--- config.mk ---
export PLATFORM = sky130hd
export DESIGN_NAME = itcm_port_arbiter
export DESIGN_NICKNAME = d
export VERILOG_FILES = /design/src/rtl/itcm_port_arbiter.sv
export SDC_FILE = /design/constraint.sdc
export NUM_CORES = 1
export LEC_CHECK = 0
export BUFFER_PORTS_ARGS = -buffer_cell sky130_fd_sc_hd__clkbuf_2
export CORE_AREA = 2 2 126 128
export CTS_CLUSTER_SIZE = 8
export DETAILED_ROUTE_END_ITERATION = 16
export DIE_AREA = 0 0 128 130
export PLACE_DENSITY_LB_ADDON = 0.15
export REMOVE_ABC_BUFFERS = 1
export SYNTH_ARGS = -nofsm -noshare
export SYNTH_HDL_FRONTEND = slang
export SYNTH_SLANG_ARGS = --single-unit
--- constraint.sdc ---
create_clock -name cpu_clk -period 4.4 [get_ports cpu_clk]
set_input_delay 0.44 -clock cpu_clk [delete_from_list [all_inputs] [get_ports cpu_clk]]
set_output_delay 0.44 -clock cpu_clk [all_outputs]
set_load 0.005 [all_outputs]
--- src/rtl/itcm_port_arbiter.sv ---
// Arbitrates the single-port ITCM SRAM between fetch, data and auto-load requesters
// and steers the one-cycle-late read data back to whichever requester issued the read.
module itcm_port_arbiter #(
  parameter int ADDR_WIDTH   = 32,
  parameter int DATA_WIDTH   = 32,
  parameter int ITCM_AW      = 14,
  parameter int STARVE_LIMIT = 4
) (
  input  logic                  cpu_clk,
  input  logic                  cpu_rstn,
  input  logic                  instr_itcm_access,
  input  logic [ADDR_WIDTH-1:0] instr_itcm_addr,
  output logic                  instr_itcm_grant,
  output logic [DATA_WIDTH-1:0] instr_itcm_read_data,
  output logic                  instr_itcm_read_data_valid,
  input  logic                  data_itcm_access,
  input  logic                  data_itcm_write,
  input  logic [ADDR_WIDTH-1:0] data_itcm_addr,
  input  logic [DATA_WIDTH-1:0] data_itcm_wdata,
  input  logic [3:0]            data_itcm_wstrb,
  output logic                  data_itcm_grant,
  output logic [DATA_WIDTH-1:0] data_itcm_read_data,
  output logic                  data_itcm_read_data_valid,
  input  logic                  itcm_auto_load,
  input  logic                  al_valid,
  output logic                  al_ready,
  input  logic [ADDR_WIDTH-1:0] al_addr,
  input  logic [DATA_WIDTH-1:0] al_wdata,
  output logic                  itcm_cs,
  output logic                  itcm_we,
  output logic [ITCM_AW-1:0]    itcm_addr,
  output logic [DATA_WIDTH-1:0] itcm_wdata,
  output logic [3:0]            itcm_wstrb,
  input  logic [DATA_WIDTH-1:0] itcm_rdata
);

  localparam logic [3:0] LIMIT = 4'(STARVE_LIMIT);

  typedef enum logic [1:0] {RUN, LOAD, DRAIN} state_e;
  typedef enum logic [1:0] {OWN_NONE, OWN_FETCH, OWN_DATA} owner_e;

  state_e                  state_q, state_d;
  owner_e                  rd_owner_q, rd_owner_d;
  logic [3:0]              starve_cnt_q, starve_cnt_d;
  logic [ITCM_AW-1:0]      addr_q, addr_d;
  logic [DATA_WIDTH-1:0]   wdata_q, wdata_d;
  logic                    fetch_win;

  // Only the word-address slice of each byte address reaches the SRAM.
  logic unused_addr_bits;
  assign unused_addr_bits = ^{instr_itcm_addr, data_itcm_addr, al_addr};

  always_comb begin
    state_d          = state_q;
    rd_owner_d       = OWN_NONE;
    starve_cnt_d     = starve_cnt_q;
    addr_d           = addr_q;
    wdata_d          = wdata_q;
    fetch_win        = 1'b0;
    instr_itcm_grant = 1'b0;
    data_itcm_grant  = 1'b0;
    al_ready         = 1'b0;
    itcm_cs          = 1'b0;
    itcm_we          = 1'b0;
    itcm_wstrb       = '0;

    unique case (state_q)
      RUN: begin
        if (itcm_auto_load) state_d = LOAD;
        fetch_win        = instr_itcm_access & ((starve_cnt_q == LIMIT) | ~data_itcm_access);
        instr_itcm_grant = fetch_win;
        data_itcm_grant  = data_itcm_access & ~fetch_win;
        if (instr_itcm_grant) begin
          itcm_cs    = 1'b1;
          itcm_wstrb = 4'hF;
          addr_d     = instr_itcm_addr[ITCM_AW+1:2];
          rd_owner_d = OWN_FETCH;
        end else if (data_itcm_grant) begin
          itcm_cs    = 1'b1;
          itcm_we    = data_itcm_write;
          itcm_wstrb = data_itcm_wstrb;
          addr_d     = data_itcm_addr[ITCM_AW+1:2];
          wdata_d    = data_itcm_wdata;
          rd_owner_d = data_itcm_write ? OWN_NONE : OWN_DATA;
        end
      end
      LOAD: begin
        if (!itcm_auto_load) state_d = DRAIN;
        al_ready = 1'b1;
        if (al_valid) begin
          itcm_cs    = 1'b1;
          itcm_we    = 1'b1;
          itcm_wstrb = 4'hF;
          addr_d     = al_addr[ITCM_AW+1:2];
          wdata_d    = al_wdata;
        end
      end
      default: state_d = RUN;
    endcase

    // Counter holds while fetch waits outside RUN; only data wins advance it.
    if (!instr_itcm_access || instr_itcm_grant) starve_cnt_d = '0;
    else if (data_itcm_grant && starve_cnt_q != LIMIT) starve_cnt_d = starve_cnt_q + 4'd1;
  end

  assign itcm_addr  = addr_d;
  assign itcm_wdata = wdata_d;

  assign instr_itcm_read_data_valid = (rd_owner_q == OWN_FETCH);
  assign data_itcm_read_data_valid  = (rd_owner_q == OWN_DATA);
  assign instr_itcm_read_data       = instr_itcm_read_data_valid ? itcm_rdata : '0;
  assign data_itcm_read_data        = data_itcm_read_data_valid  ? itcm_rdata : '0;

  always_ff @(posedge cpu_clk or negedge cpu_rstn) begin
    if (!cpu_rstn) begin
      state_q      <= RUN;
      rd_owner_q   <= OWN_NONE;
      starve_cnt_q <= '0;
      addr_q       <= '0;
      wdata_q      <= '0;
    end else begin
      state_q      <= state_d;
      rd_owner_q   <= rd_owner_d;
      starve_cnt_q <= starve_cnt_d;
      addr_q       <= addr_d;
      wdata_q      <= wdata_d;
    end
  end

endmodule
Yosys cells after proc, flatten, opt, wreduce, memory -nomap -nowiden
Index checks and enable logic that the tools add are counted.
{ "classes": {"n_addsub": 1, "eq_ne": 7, "n_mux": 33, "n_bitwise": 5, "reduce_logical": 6} }
{ "ops": {"columns": ["op", "count"], "rows": [
  ["two-way mux 32 bit", 5],
  ["one-hot mux 32 bit (2 select lines)", 1],
  ["two-way mux 14 bit", 3],
  ["one-hot mux 14 bit (2 select lines)", 1],
  ["two-way mux 4 bit", 5],
  ["two-way mux 2 bit", 6],
  ["two-way mux 1 bit", 8],
  ["one-hot mux 4 bit (2 select lines)", 1],
  ["adder 4 x 1 -> 4 bit, second input constant", 1],
  ["== test 2 x 1 -> 1 bit, second input constant", 2],
  ["== test 4 x 3 -> 1 bit, second input constant", 1],
  ["inequality test 2 bit, second input constant", 2],
  ["inequality test 4 x 3 -> 1 bit, second input constant", 1],
  ["one-hot mux 1 bit (2 select lines)", 2],
  ["one-hot mux 2 bit (2 select lines)", 1],
  ["bitwise AND 1 bit", 2],
  ["== test 2 bit, second input constant", 1],
  ["zero test 2 bit", 1],
  ["inverter 1 bit", 2],
  ["AND reduction 2 bit", 1],
  ["nonzero test 2 bit", 1],
  ["logical AND 1 bit", 1],
  ["zero test 1 bit", 1],
  ["logical OR 1 bit", 1],
  ["OR 1 bit", 1]
]} }
{ "word_totals": {"reg_bits": 54, "out_inout_bits": 121} }

Longest topological paths before layout
{ "depth": {"depth_word": 9, "mapped_depth": 8} }

Worst setup path before layout
No wires, ideal clock.
{ "synth_path": {"path_type": "reg-to-output", "start": "reg starve_cnt_q[0]", "end": "out itcm_wdata[14]", "arrival_ns": 1.600, "t_required_ns": 3.960, "slack_ns": 2.360, "path_stages_with_launch": 9, "cell_sequence": "dfrtp_1 inv_1 ha_1 nand3b_4 o211a_1 buf_6 buf_6 a22o_1 a21o_1"} }
{ "synth_via": {"elab_chain_cells": 8} }
{ "synth_rtl": {"columns": ["item", "line_no", "rtl"], "rows": [
  ["start: declaration", "44", "logic [3:0] starve_cnt_q, starve_cnt_d;"],
  ["start signal: assignment", "124", "starve_cnt_q <= starve_cnt_d;"],
  ["== test 4 x 3 -> 1 bit *", "70", "fetch_win = instr_itcm_access & ((starve_cnt_q == LIMIT) | ~data_itcm_access);"],
  ["OR 1 bit *", "70", null],
  ["bitwise AND 1 bit *", "70", null],
  ["inverter 1 bit", "72", "data_itcm_grant = data_itcm_access & ~fetch_win;"],
  ["bitwise AND 1 bit", "72", null],
  ["two-way mux 32 bit", "78", "end else if (data_itcm_grant) begin"],
  ["two-way mux 32 bit *", "73", "if (instr_itcm_grant) begin"],
  ["one-hot mux 32 bit (2 select lines) *", "67", "unique case (state_q)"],
  ["end: declaration", "32", "output logic [DATA_WIDTH-1:0] itcm_wdata,"]
]} }
Every way passes the cells marked *; elsewhere a longest branch is shown, timed or not.

Worst setup path in the final report
{ "layout_path": {"start": "in instr_itcm_access", "end": "out itcm_wdata[6]"} }
{ "layout_via": {"elab_chain_cells": 6} }
{ "layout_rtl": {"columns": ["item", "line_no", "rtl"], "rows": [
  ["start: declaration", "11", "input logic instr_itcm_access,"],
  ["bitwise AND 1 bit *", "70", null],
  ["inverter 1 bit", "72", null],
  ["bitwise AND 1 bit", "72", null],
  ["two-way mux 32 bit", "78", null],
  ["two-way mux 32 bit *", "73", null],
  ["one-hot mux 32 bit (2 select lines) *", "67", null]
]} }
Marked as above.

==> impl_metrics.tcl <==
set metrics [dict create \
    synth_seq_cells 54 \
    grt_pass1_wl_mm 19.1 \
    die_area_um2 16600 \
    synth_top_area_frac 0.382 \
    synthXorXnorAreaFrac 0 \
    worstReg2RegEnd "starve_cnt_q[3]$_DFFE_PN0P_" \
    route.detailed.vias_per_inst 4.61 \
    skew_ps 5.71 \
    tightest_slew_ps 917 \
    maximum_number_of_pins_on_one_net_before_global_route_repair 55 \
    yosys_warnings 0 \
    htree_num_levels 2 \
    timing.slew.headroom 0.387 \
    antenna_left 0 \
    place.port_buffers 269 \
    dpl_cell_area_um2 5000 \
    gr-total-overflow 0 \
    post-layout-total-power_mw 1.54 \
    timing.fmax_mhz 324 \
    final-seq-area_um2 1350 \
    timing.setup.critical_path_class "input port to output pin" \
    synth_async_reset_ratio 1.00 \
    synth_top_cell_by_area "sky130_fd_sc_hd__dfrtp_1" \
    yosys-mux-area-fraction 0.0842 \
    first_pass_iters 4 \
    place_worst_setup_slack_ps 1250 \
    rsz0062_at_grt "no" \
    critPathArrivalTime_ps 2650 \
    finalInstanceArea_um2 5170 \
    fillers 1675 \
    cts_resized 0 \
    fin_nets 833 \
    start_util 0.229 \
    area_growth_pct 46.3 \
    multi_input_comb_area_um2 1990 \
    report.final.setup_viol 0 \
    antenna_found_initial 0 \
    met2_track_usage_gr 0.254 \
    hold_violation_total_from_the_final_report 0 \
    synthesized_area_fraction_occupied_by_ao_oa_aoi_and_oai_cells 0.245 \
    power.ir.vdd_worst_mv 0.147 \
    synthesis.instances 376 \
    run_status "finished, final reports clean" \
    drive_above_1_share 0.466 \
    use_met1 0.174 \
    insertedDiodeCount 0 \
    post_cts.repair.setup_buffers 0 \
    core_area_um2 15400 \
    setup-tns-final_ps 0 \
    post_synth.cell_area_avg_um2 9.40 \
    route.vias.total 3785 \
    dominant_synthesized_flop_cell "sky130_fd_sc_hd__dfrtp_1" \
    netlist_top_cells_area "sky130_fd_sc_hd__dfrtp_1 38%, sky130_fd_sc_hd__and2_1 12%, sky130_fd_sc_hd__a22o_1 7.9%" \
    netlist-cell-type-count 33 \
    die_extent_in_y_um 130 \
    timing.final.crit_share 0.702 \
    max-clock-path-buffers 2 \
    finalWeightedCongestion 0.743 \
    drc 0 \
    rows 46 \
    die_width_um 128 \
    reg_to_reg_slack_setup_ps 2150 \
    slew_violations 0 \
    number_of_top_level_pins 324 \
    post_synthesis_cell_area_um2 3530 \
    clk-insertion-delay-late_ps 290 \
    drv_cap 0 \
    synth_top_family_by_area "compound AO/OA/AOI/OAI gates" \
    numClockSinks 54 \
    detailed_place_hpwl_mm 9.54 \
    grt.met3_usage 0.0336 \
    synth_sequential_area_ratio 0.382 \
    routed_wire_length_per_instance_um 15.5 \
    worstReg2RegStart "starve_cnt_q[0]$_DFFE_PN0P_" \
    cp.required_ps 3960 \
    cts_hold_buffers 0 \
    clock_tree_from_tritoncts "done" \
    synthSimpleGateAreaFrac 0.227 \
    final.setup.worst_slack_ps 1310 \
    static-leakage-power_nw 2.89 \
    final.min_clock_period_ps 3090 \
    synth_commonest_cells "66 x sky130_fd_sc_hd__and2_1, 54 x sky130_fd_sc_hd__dfrtp_1, 32 x sky130_fd_sc_hd__a21o_1, 32 x sky130_fd_sc_hd__a22o_1, 23 x sky130_fd_sc_hd__nand2_1" \
    adder_cell_share_of_the_synthesized_area 0.00708 \
    power_per_cell_area_nw_per_um2 297 \
    clock_pin_slew_worst_setup_and_hold_paths_ps 70 \
    number_of_drc_markers_in_iteration_0 90 \
    synth_most_common_cell "sky130_fd_sc_hd__and2_1" \
    worstHoldPathType "input port to asynchronous set/reset pin" \
    first_global_vias 3770 \
    critical_path.max_fanout 36 \
    routed_wl_mm 12.7 \
    globalRouteTotalUtil 0.143 \
    clk_root_buffer_cell "sky130_fd_sc_hd__clkbuf_16" \
    setup.worst_path.start_class "input port" \
    cp-end-kind "output pin" \
    global_route.peak_usage_layer "met2" \
    timing.reg2reg.worst_path_depth 6 \
    cts_made_buffers 5 \
    synth-edff-count 0 \
]
[how the worst max path moves through the flow]
stage / start / end / slack (ps) / cells after the start
floorplan: state_q[1]$_DFFE_PN0P_ / itcm_wdata[0] / 1480 / 4
global placement: instr_itcm_access / itcm_wdata[24] / 1280 / 8
detailed placement: instr_itcm_access / itcm_wdata[6] / 1250 / 8
CTS: instr_itcm_access / itcm_wdata[6] / 1240 / 8
global route: instr_itcm_access / itcm_wdata[24] / 1060 / 8
finish: instr_itcm_access / itcm_wdata[6] / 1310 / 8
[cells by family after synthesis]
group | after synthesis
simple gates | 135
compound gates | 121
flops | 54
buf+inv | 36
mux | 28
fa+ha+maj | 2
[through the flow]
| step | util | hold slack (ps) | std cells |
|---|---|---|---|
| 2_1_floorplan | - | 144 | 344 |
| 3_3_place_gp | 0.324 | 458 | 813 |
| 3_5_place_dp | 0.324 | 461 | 813 |
| 4_1_cts | 0.335 | 300 | 821 |
| 5_1_grt | 0.335 | 306 | 821 |
| 6_report | 0.335 | 291 | 821 |
[metal layers]
metal	routed length [um]	vias up	share of wire
met1	5350	1806	0.42
met3	766	10	0.060
met5	0	-	0
met4	161	0	0.013
li1	-	1837	-
met2	6450	132	0.51
[layout make-up]
| cell class | count | share of cell area |
|---|---|---|
| tap | 192 | 0.0465 |
| clock inverter | 2 | 0.00726 |
| inverter | 4 | 0.00290 |
| sequential | 54 | 0.261 |
| clock buffer | 6 | 0.0249 |
| timing repair buffer | 277 | 0.272 |
| multi-input combinational | 286 | 0.385 |
[where the power goes]
| part | switching (mW) | internal, mW |
|---|---|---|
| Clock | 0.190 | 0.269 |
| Combinational | 0.233 | 0.236 |
| Sequential | 0.0347 | 0.574 |
[sequential cells by signal, indices dropped and copies added (netlist names)]
register and cells:
rd_owner_q 2, wdata_q 32, addr_q 14, state_q 2, starve_cnt_q 4
[critical path, cell delays in order]
cell and delay [ps]:
sky130_fd_sc_hd__clkbuf_2 490, sky130_fd_sc_hd__clkinv_1 360, sky130_fd_sc_hd__o211a_1 300, sky130_fd_sc_hd__buf_4 240
sky130_fd_sc_hd__nor2_2 140, sky130_fd_sc_hd__buf_4 330, sky130_fd_sc_hd__a21o_1 210, sky130_fd_sc_hd__clkbuf_2 120
[layout by cell type (no fill, tap or decap), drive strengths merged, types with 2 or more instances in the layout]
cell type	instances
o21ai	19
inv	3
a22o	32
buf	8
dfrtp	54
nor2b	19
nand2	23
mux2i	14
nor2	2
nand4	2
a21o	32
o221ai	14
ha	2
clkbuf	275
mux2	14
nand3	2
a31oi	2
nand2b	14
a21oi	21
nand4b	2
and2	66
No activity file was read; power rests on OpenSTA's default activity.
